$ cat src/rtl/aoi22_pipe_if.sv
// Valid/ready bus for the pipelined 2-2 complex-gate evaluator: operands and
// function select in, result and completed-transaction count out.
interface aoi22_pipe_if #(
    parameter int WIDTH = 8,
    parameter int CNTW  = 16
);
    logic [WIDTH-1:0] a;
    logic [WIDTH-1:0] b;
    logic [WIDTH-1:0] c;
    logic [WIDTH-1:0] d;
    logic [1:0]       mode;
    logic             in_valid;
    logic             in_ready;
    logic [WIDTH-1:0] y;
    logic             out_valid;
    logic             out_ready;
    logic [CNTW-1:0]  cnt;

    modport master (
        output a, b, c, d, mode, in_valid, out_ready,
        input  in_ready, y, out_valid, cnt
    );

    modport slave (
        input  a, b, c, d, mode, in_valid, out_ready,
        output in_ready, y, out_valid, cnt
    );
endinterface

$ cat src/rtl/aoi22_pipe.sv
// WIDTH-bit vector of AOI22/OAI22/AO22/OA22 gates followed by DEPTH elastic
// register stages with valid/ready flow control and an output-transfer counter.
module aoi22_pipe #(
    parameter int WIDTH = 8,
    parameter int DEPTH = 2,
    parameter int CNTW  = 16
) (
    input logic         clk,
    input logic         rst_n,
    aoi22_pipe_if.slave bus
);
    typedef enum logic [1:0] {
        MODE_AOI22 = 2'b00,
        MODE_OAI22 = 2'b01,
        MODE_AO22  = 2'b10,
        MODE_OA22  = 2'b11
    } mode_e;

    logic [WIDTH-1:0] func_y;
    logic [DEPTH-1:0] stage_valid;
    logic [WIDTH-1:0] stage_data [DEPTH];
    logic [DEPTH-1:0] load;
    logic [CNTW-1:0]  cnt_q;

    always_comb begin
        // NOTE: every always_comb output gets a default before the case so no latch is inferred.
        func_y = '0;
        case (mode_e'(bus.mode))
            MODE_AOI22: func_y = ~((bus.a & bus.b) | (bus.c & bus.d));
            MODE_OAI22: func_y = ~((bus.a | bus.b) & (bus.c | bus.d));
            MODE_AO22:  func_y =  (bus.a & bus.b) | (bus.c & bus.d);
            MODE_OA22:  func_y =  (bus.a | bus.b) & (bus.c | bus.d);
            default:    func_y = '0;
        endcase
    end

    // A stage may load when it is empty or its content moves on this cycle;
    // the chain is resolved from the output back to the input.
    always_comb begin
        logic rdy;
        load = '0;
        rdy  = bus.out_ready;
        for (int k = DEPTH - 1; k >= 0; k--) begin
            load[k] = !stage_valid[k] || rdy;
            rdy     = load[k];
        end
    end

    always_ff @(posedge clk or negedge rst_n) begin
        if (!rst_n) begin
            // NOTE: sequential state uses non-blocking assignments; the data array is
            // reset too because the result bus must read zero while in reset.
            stage_valid <= '0;
            for (int k = 0; k < DEPTH; k++) begin
                stage_data[k] <= '0;
            end
            cnt_q <= '0;
        end else begin
            if (load[0]) begin
                stage_valid[0] <= bus.in_valid;
                if (bus.in_valid) begin
                    stage_data[0] <= func_y;
                end
            end
            for (int k = 1; k < DEPTH; k++) begin
                if (load[k]) begin
                    stage_valid[k] <= stage_valid[k-1];
                    if (stage_valid[k-1]) begin
                        stage_data[k] <= stage_data[k-1];
                    end
                end
            end
            if (stage_valid[DEPTH-1] && bus.out_ready) begin
                cnt_q <= cnt_q + CNTW'(1);
            end
        end
    end

    assign bus.in_ready  = load[0];
    assign bus.y         = stage_data[DEPTH-1];
    assign bus.out_valid = stage_valid[DEPTH-1];
    assign bus.cnt       = cnt_q;
endmodule

$ cat src/flat_wrapper.sv
// flat-port wrapper written by rule: the top's interface ports become plain ports
module aoi22_pipe_flat 
#(
    parameter int WIDTH = 8,
    parameter int DEPTH = 2,
    parameter int CNTW  = 16
)
  (clk, rst_n, bus_a, bus_b, bus_c, bus_d, bus_mode, bus_in_valid, bus_out_ready, bus_in_ready, bus_y, bus_out_valid, bus_cnt);
  aoi22_pipe_if #(.WIDTH(WIDTH), .CNTW(CNTW)) bus_i ();
  input logic clk;
  input logic rst_n;
  input wire logic [$bits(bus_i.a)-1:0] bus_a;
  input wire logic [$bits(bus_i.b)-1:0] bus_b;
  input wire logic [$bits(bus_i.c)-1:0] bus_c;
  input wire logic [$bits(bus_i.d)-1:0] bus_d;
  input wire logic [$bits(bus_i.mode)-1:0] bus_mode;
  input wire logic [$bits(bus_i.in_valid)-1:0] bus_in_valid;
  input wire logic [$bits(bus_i.out_ready)-1:0] bus_out_ready;
  output wire logic [$bits(bus_i.in_ready)-1:0] bus_in_ready;
  output wire logic [$bits(bus_i.y)-1:0] bus_y;
  output wire logic [$bits(bus_i.out_valid)-1:0] bus_out_valid;
  output wire logic [$bits(bus_i.cnt)-1:0] bus_cnt;
  assign bus_i.a = bus_a;
  assign bus_i.b = bus_b;
  assign bus_i.c = bus_c;
  assign bus_i.d = bus_d;
  assign bus_i.mode = bus_mode;
  assign bus_i.in_valid = bus_in_valid;
  assign bus_i.out_ready = bus_out_ready;
  assign bus_in_ready = bus_i.in_ready;
  assign bus_y = bus_i.y;
  assign bus_out_valid = bus_i.out_valid;
  assign bus_cnt = bus_i.cnt;
  aoi22_pipe #(.WIDTH(WIDTH), .DEPTH(DEPTH), .CNTW(CNTW)) u_core (.clk(clk), .rst_n(rst_n), .bus(bus_i));
endmodule
$ cat config.mk
export PLATFORM = sky130hd
export DESIGN_NAME = aoi22_pipe_flat
export DESIGN_NICKNAME = d
export VERILOG_FILES = /design/src/rtl/aoi22_pipe_if.sv /design/src/rtl/aoi22_pipe.sv /design/src/flat_wrapper.sv
export SDC_FILE = /design/constraint.sdc
export NUM_CORES = 1
export LEC_CHECK = 0
export ABC_AREA = 1
export BUFFER_PORTS_ARGS = -buffer_cell sky130_fd_sc_hd__buf_2
export CORE_MARGIN = 1
export CORE_UTILIZATION = 50
export CTS_CLUSTER_SIZE = 40
export DETAILED_ROUTE_END_ITERATION = 10
export PLACE_DENSITY = 0.88
export SYNTH_ARGS = -nofsm -noshare
export SYNTH_HDL_FRONTEND = slang
export SYNTH_SLANG_ARGS = --single-unit
$ cat constraint.sdc
create_clock -name clk -period 2.4 [get_ports clk]
set_clock_uncertainty 0.15 [all_clocks]
set_input_delay 0.72 -clock clk [delete_from_list [all_inputs] [get_ports clk]]
set_output_delay 0.72 -clock clk [all_outputs]
set_load 0.03 [all_outputs]
==> results.json, run 1 <==
{
  "status": "finished clean",
  "final.period_utilization": 0.877,
  "maxSlewHeadroom": 0.522,
  "core-area_sq_um": 3740,
  "vias": 1759,
  "die_w_microns": 65.1,
  "synth_cell_types": 21,
  "die_h_microns": 65.1,
  "end_kind": "output pin",
  "dieArea_sq_um": 4240,
  "rows": 22,
  "root_buffer": "clkbuf_8",
  "hold_class": "input pin to async pin",
  "io_pins": 64,
  "fin_setup_tns_ns": 0,
  "yosys_warnings": 0,
  "cts_tree": "yes",
  "multi_input_area_sq_um": 907,
  "syn_to_final_growth_pct": 20.0,
  "htree_levels": 2,
  "via_per_inst": 4.64,
  "worst_slack_ns": 0.295,
  "drive_gt1_frac": 0.260,
  "max_cap_viol_count": 0,
  "powerDensity_nw_per_um2": 786,
  "cp-start-kind": "input pin",
  "clkTransAtPathRegs_ns": 0.07,
  "r2r_start": "u_core.bus.cnt[0]",
  "grtUsageTotal": 0.211,
  "cp.required_ns": 1.53,
  "cts_buffer_depth": 2,
  "dp_hpwl_microns": 3140,
  "seq_area_sq_um": 851,
  "drc": 0,
  "max_freq_mhz": 475,
  "cts_setup_buffers": 0,
  "firstDrtPassIters": 4,
  "n_fill_cell": 338,
  "finalHoldViolations": 0,
  "grt_max_degree": 35,
  "peakVddDrop_mv": 0.246,
  "synth_cells": 270,
  "tightest_slew_ns": 0.717,
  "io_buffers": 63,
  "cts_buffers": 5,
  "synth_nets": 309,
  "cts_sinks": 34,
  "clk_latency_ns": 0.28,
  "critPathArrivalTime_ns": 1.23,
  "initial_core_util": 0.532,
  "grt_pass1_vias": 1664,
  "synth.avg_cell_area_sq_um": 7.38,
  "antenna_found_initial": 0,
  "place_ws_ns": 0.289,
  "criticalPathCategory": "input pin to output pin",
  "finalMaxSlewViolations": 0,
  "ys_seq_area_frac": 0.427,
  "post_cts_resized": 0,
  "ys_seq_elements": 34,
  "gp_congestion": 0.876,
  "cts.hold.buffers_added": 0,
  "final_core_util": 0.638,
  "setup_viol": 0,
  "routed_wl_microns": 3880,
  "syn-cell-area_sq_um": 1990,
  "rsz0062_at_grt": "false",
  "wire_per_inst_microns": 10.2,
  "grt_pass1_wl_microns": 6870,
  "r2r_slack_ns": 0.89,
  "cellLeakagePower_nw": 1.43,
  "layout.cells.most_common_list": "106 x nand2_1, 63 x buf_2, 43 x inv_1",
  "power_mw": 1.88,
  "crit_start": "bus_out_ready",
  "first_iter_violations": 134,
  "path_max_fanout": 3,
  "mostFrequentLayoutCell": "nand2_1",
  "ant_nets": 0,
  "grt.overflow.total": 0,
  "fin_crit_ns": 2.10,
  "fin_nets": 369,
  "antennaDiodeCount": 0
}
## routing by layer
| layer | wire length (microns) | vias to the layer above | share of wire | track usage |
|---|---|---|---|---|
| met5 | 0 | - | 0 | 0 |
| met4 | 43 | 0 | 0.011 | 0.101 |
| met3 | 180 | 4 | 0.046 | 0.0486 |
| met2 | 1870 | 51 | 0.48 | 0.355 |
| met1 | 1780 | 767 | 0.46 | 0.255 |
| li1 | - | 937 | - | - |
## Yosys cell counts (all sizes together)
| master | instances | area (sq um) |
|---|---|---|
| mux2 | 9 | 101 |
| xnor2 | 7 | 61.3 |
| nand2b | 1 | 6.26 |
| nand2 | 109 | 417 |
| nand4 | 4 | 25.0 |
| nand3 | 31 | 160 |
| dfrtp | 34 | 851 |
| buf | 10 | 68.8 |
| nor2 | 13 | 51.3 |
| inv | 44 | 165 |
| xor2 | 4 | 35.0 |
| o21ai | 1 | 5.00 |
| ha | 1 | 12.5 |
| nor3 | 2 | 32.5 |
## final timing paths
path / endpoint / cells after the start
worst min-delay path: u_core.bus.cnt[13] / 1
worst min register to register: u_core.stage_data[10] / 2
min in group clk: u_core.stage_data[10] / 2
max in group asynchronous: u_core.stage_valid[0] / 1
worst max-delay path: bus_in_ready / 4
worst max register to register: u_core.bus.cnt[10] / 5
## layout make-up
class,instances,share of cell area
repair buffers,63,0.132
multi-input cells,182,0.380
inverters,44,0.0691
flip-flops and latches,34,0.356
clock inverters,1,0.00209
well taps,48,0.0251
clock buffers,7,0.0361
## registers in the layout, indices dropped and copies added, names as in the netlist
name and cells:
u_core.stage_valid 2, u_core.stage_data 8, u_core.bus.y 8, u_core.bus.cnt 16
## worst max-delay path, cell delays in order
cell     delay [ns]
buf_2          0.12
inv_1          0.07
nand3_1        0.11
buf_2          0.21
## stage by stage
| stage | area [sq um] | std cells | hold WS, ns |
|---|---|---|---|
| floorplan | 1990 | 270 | 0.274 |
| global placement | 2300 | 371 | 0.309 |
| detailed placement | 2300 | 371 | 0.319 |
| CTS | 2390 | 379 | 0.335 |
| global route | 2390 | 379 | 0.364 |
| finish | 2390 | 379 | 0.332 |
## cell families (layout without fill, tap and decap cells)
family | Yosys count | count (layout) | synth area share
simple gates | 160 | 160 | 0.347
xor+xnor | 11 | 11 | 0.0484
flops | 34 | 34 | 0.427
buf+inv | 54 | 115 | 0.117
mux | 9 | 9 | 0.0509
fa+ha+maj | 1 | 1 | 0.00628
compound gates | 1 | 1 | 0.00251
## where the power goes
part           switching (mW)  internal [mW]
registers               0.103          0.703
clock network           0.191          0.231
logic                   0.424          0.225
total                   0.718           1.16
(Power assumes the default switching activity.)
==> inputs of run 2 (changes only) <==
--- a/config.mk
+++ b/config.mk
@@ -8,10 +8,10 @@
 export ABC_AREA = 1
 export BUFFER_PORTS_ARGS = -buffer_cell sky130_fd_sc_hd__buf_2
 export CORE_MARGIN = 1
-export CORE_UTILIZATION = 50
+export CORE_UTILIZATION = 45
 export CTS_CLUSTER_SIZE = 40
 export DETAILED_ROUTE_END_ITERATION = 10
-export PLACE_DENSITY = 0.88
+export PLACE_DENSITY = 0.81
 export SYNTH_ARGS = -nofsm -noshare
 export SYNTH_HDL_FRONTEND = slang
 export SYNTH_SLANG_ARGS = --single-unit
==> results.json, run 2 (synthesis results as in run 1) <==
{
  "status": "finished clean",
  "root_buffer": "clkbuf_8",
  "io_pins": 64,
  "routed_wl_microns": 3770,
  "dp_hpwl_microns": 3040,
  "syn_to_final_growth_pct": 19.3,
  "cts_tree": "yes",
  "rows": 23,
  "core-area_sq_um": 4120,
  "firstDrtPassIters": 4,
  "antennaDiodeCount": 0,
  "cellLeakagePower_nw": 1.42,
  "n_fill_cell": 371,
  "cts_buffer_depth": 2,
  "grt.overflow.total": 0,
  "rsz0062_at_grt": "false",
  "clkTransAtPathRegs_ns": 0.06,
  "finalHoldViolations": 0,
  "power_frac_seq": 0.439,
  "fin_crit_ns": 2.12,
  "tightest_slew_ns": 0.708,
  "final.period_utilization": 0.885,
  "drive_gt1_frac": 0.255,
  "cts_setup_buffers": 0,
  "dieArea_sq_um": 4700,
  "grt_pass1_vias": 1533,
  "comb_power_share": 0.354,
  "multi_input_area_sq_um": 907,
  "via_per_inst": 4.64,
  "htree_levels": 2,
  "final_core_util": 0.578,
  "cts.hold.buffers_added": 0,
  "p_int_mw": 1.13,
  "peakVddDrop_mv": 0.334,
  "vias": 1765,
  "layout.cells.most_common_list": "106 x nand2_1, 63 x buf_2, 43 x inv_1",
  "initial_core_util": 0.484,
  "critPathArrivalTime_ns": 1.25,
  "end_kind": "output pin",
  "clk_latency_ns": 0.28,
  "cts_buffers": 5,
  "setup_viol": 0,
  "die_w_microns": 68.5,
  "seq_area_sq_um": 851,
  "clkPwrFrac": 0.207,
  "maxSlewHeadroom": 0.528,
  "drc": 0,
  "fin_nets": 369,
  "path_max_fanout": 3,
  "ant_nets": 0,
  "cp.required_ns": 1.53,
  "io_buffers": 63,
  "place_area_sq_um": 2300,
  "cts_sinks": 34,
  "first_iter_violations": 82,
  "max_freq_mhz": 471,
  "fin_setup_tns_ns": 0,
  "p_sw_frac": 0.384,
  "final_area_sq_um": 2380,
  "gp_congestion": 0.793,
  "power_switching_uw": 703,
  "grt_pass1_wl_microns": 6240,
  "wire_per_inst_microns": 9.92,
  "largest_register_ffs": 16,
  "die_h_microns": 68.5,
  "criticalPathCategory": "input pin to output pin",
  "cp-start-kind": "input pin",
  "mostFrequentLayoutCell": "nand2_1",
  "grtUsageTotal": 0.179,
  "grt_max_degree": 35,
  "post_cts_resized": 0,
  "finalMaxSlewViolations": 0,
  "powerDensity_nw_per_um2": 770,
  "hold_class": "input pin to async pin",
  "max_cap_viol_count": 0,
  "antenna_found_initial": 0
}
[run 2: power by group through the flow]
stage	Sequential (mW)	Clock, mW	Combinational [mW]
2_1_floorplan	0.892	0	0.436
3_5_place_dp	0.817	0	0.653
3_3_place_gp	0.813	0	0.633
6_report	0.805	0.379	0.648
4_1_cts	0.806	0.394	0.656
5_1_grt	0.824	0.416	0.719
[run 2: final cells by class]
class | count | area share
multi-input cells | 182 | 0.382
flip-flops and latches | 34 | 0.358
repair buffers | 63 | 0.133
inverters | 44 | 0.0695
clock buffers | 7 | 0.0321
well taps | 50 | 0.0263
[run 2: final timing paths]
kind,from,to,slack (ns),cells after the start
min,rst_n,u_core.bus.cnt[7],0.33,1
min reg2reg,u_core.stage_data[13],u_core.stage_data[13],0.33,2
min in group clk,u_core.stage_data[13],u_core.stage_data[13],0.33,2
max in group asynchronous,rst_n,u_core.bus.y[4],1.31,1
max reg2reg,u_core.bus.cnt[0],u_core.bus.cnt[10],0.94,5
max,bus_out_ready,bus_in_ready,0.28,4
[run 2: worst max-delay path, cell delays in order]
cell     delay [ns]
buf_2          0.12
inv_1          0.07
nand3_1        0.13
buf_2          0.22
[run 2: routing by layer]
metal,global-route usage,vias up,share of wire
met4,0.0755,0,0.018
li1,-,931,-
met2,0.284,52,0.46
met1,0.232,775,0.47
met5,0,-,0
met3,0.0444,7,0.051
[run 2: metrics by stage]
stage	std cells	hold slack, ns	power (mW)	setup WS (ns)
floorplan	270	0.274	1.33	0.474
global placement	373	0.312	1.45	0.321
detailed placement	373	0.316	1.47	0.284
CTS	380	0.334	1.86	0.281
global route	380	0.346	1.96	0.262
finish	380	0.330	1.83	0.277
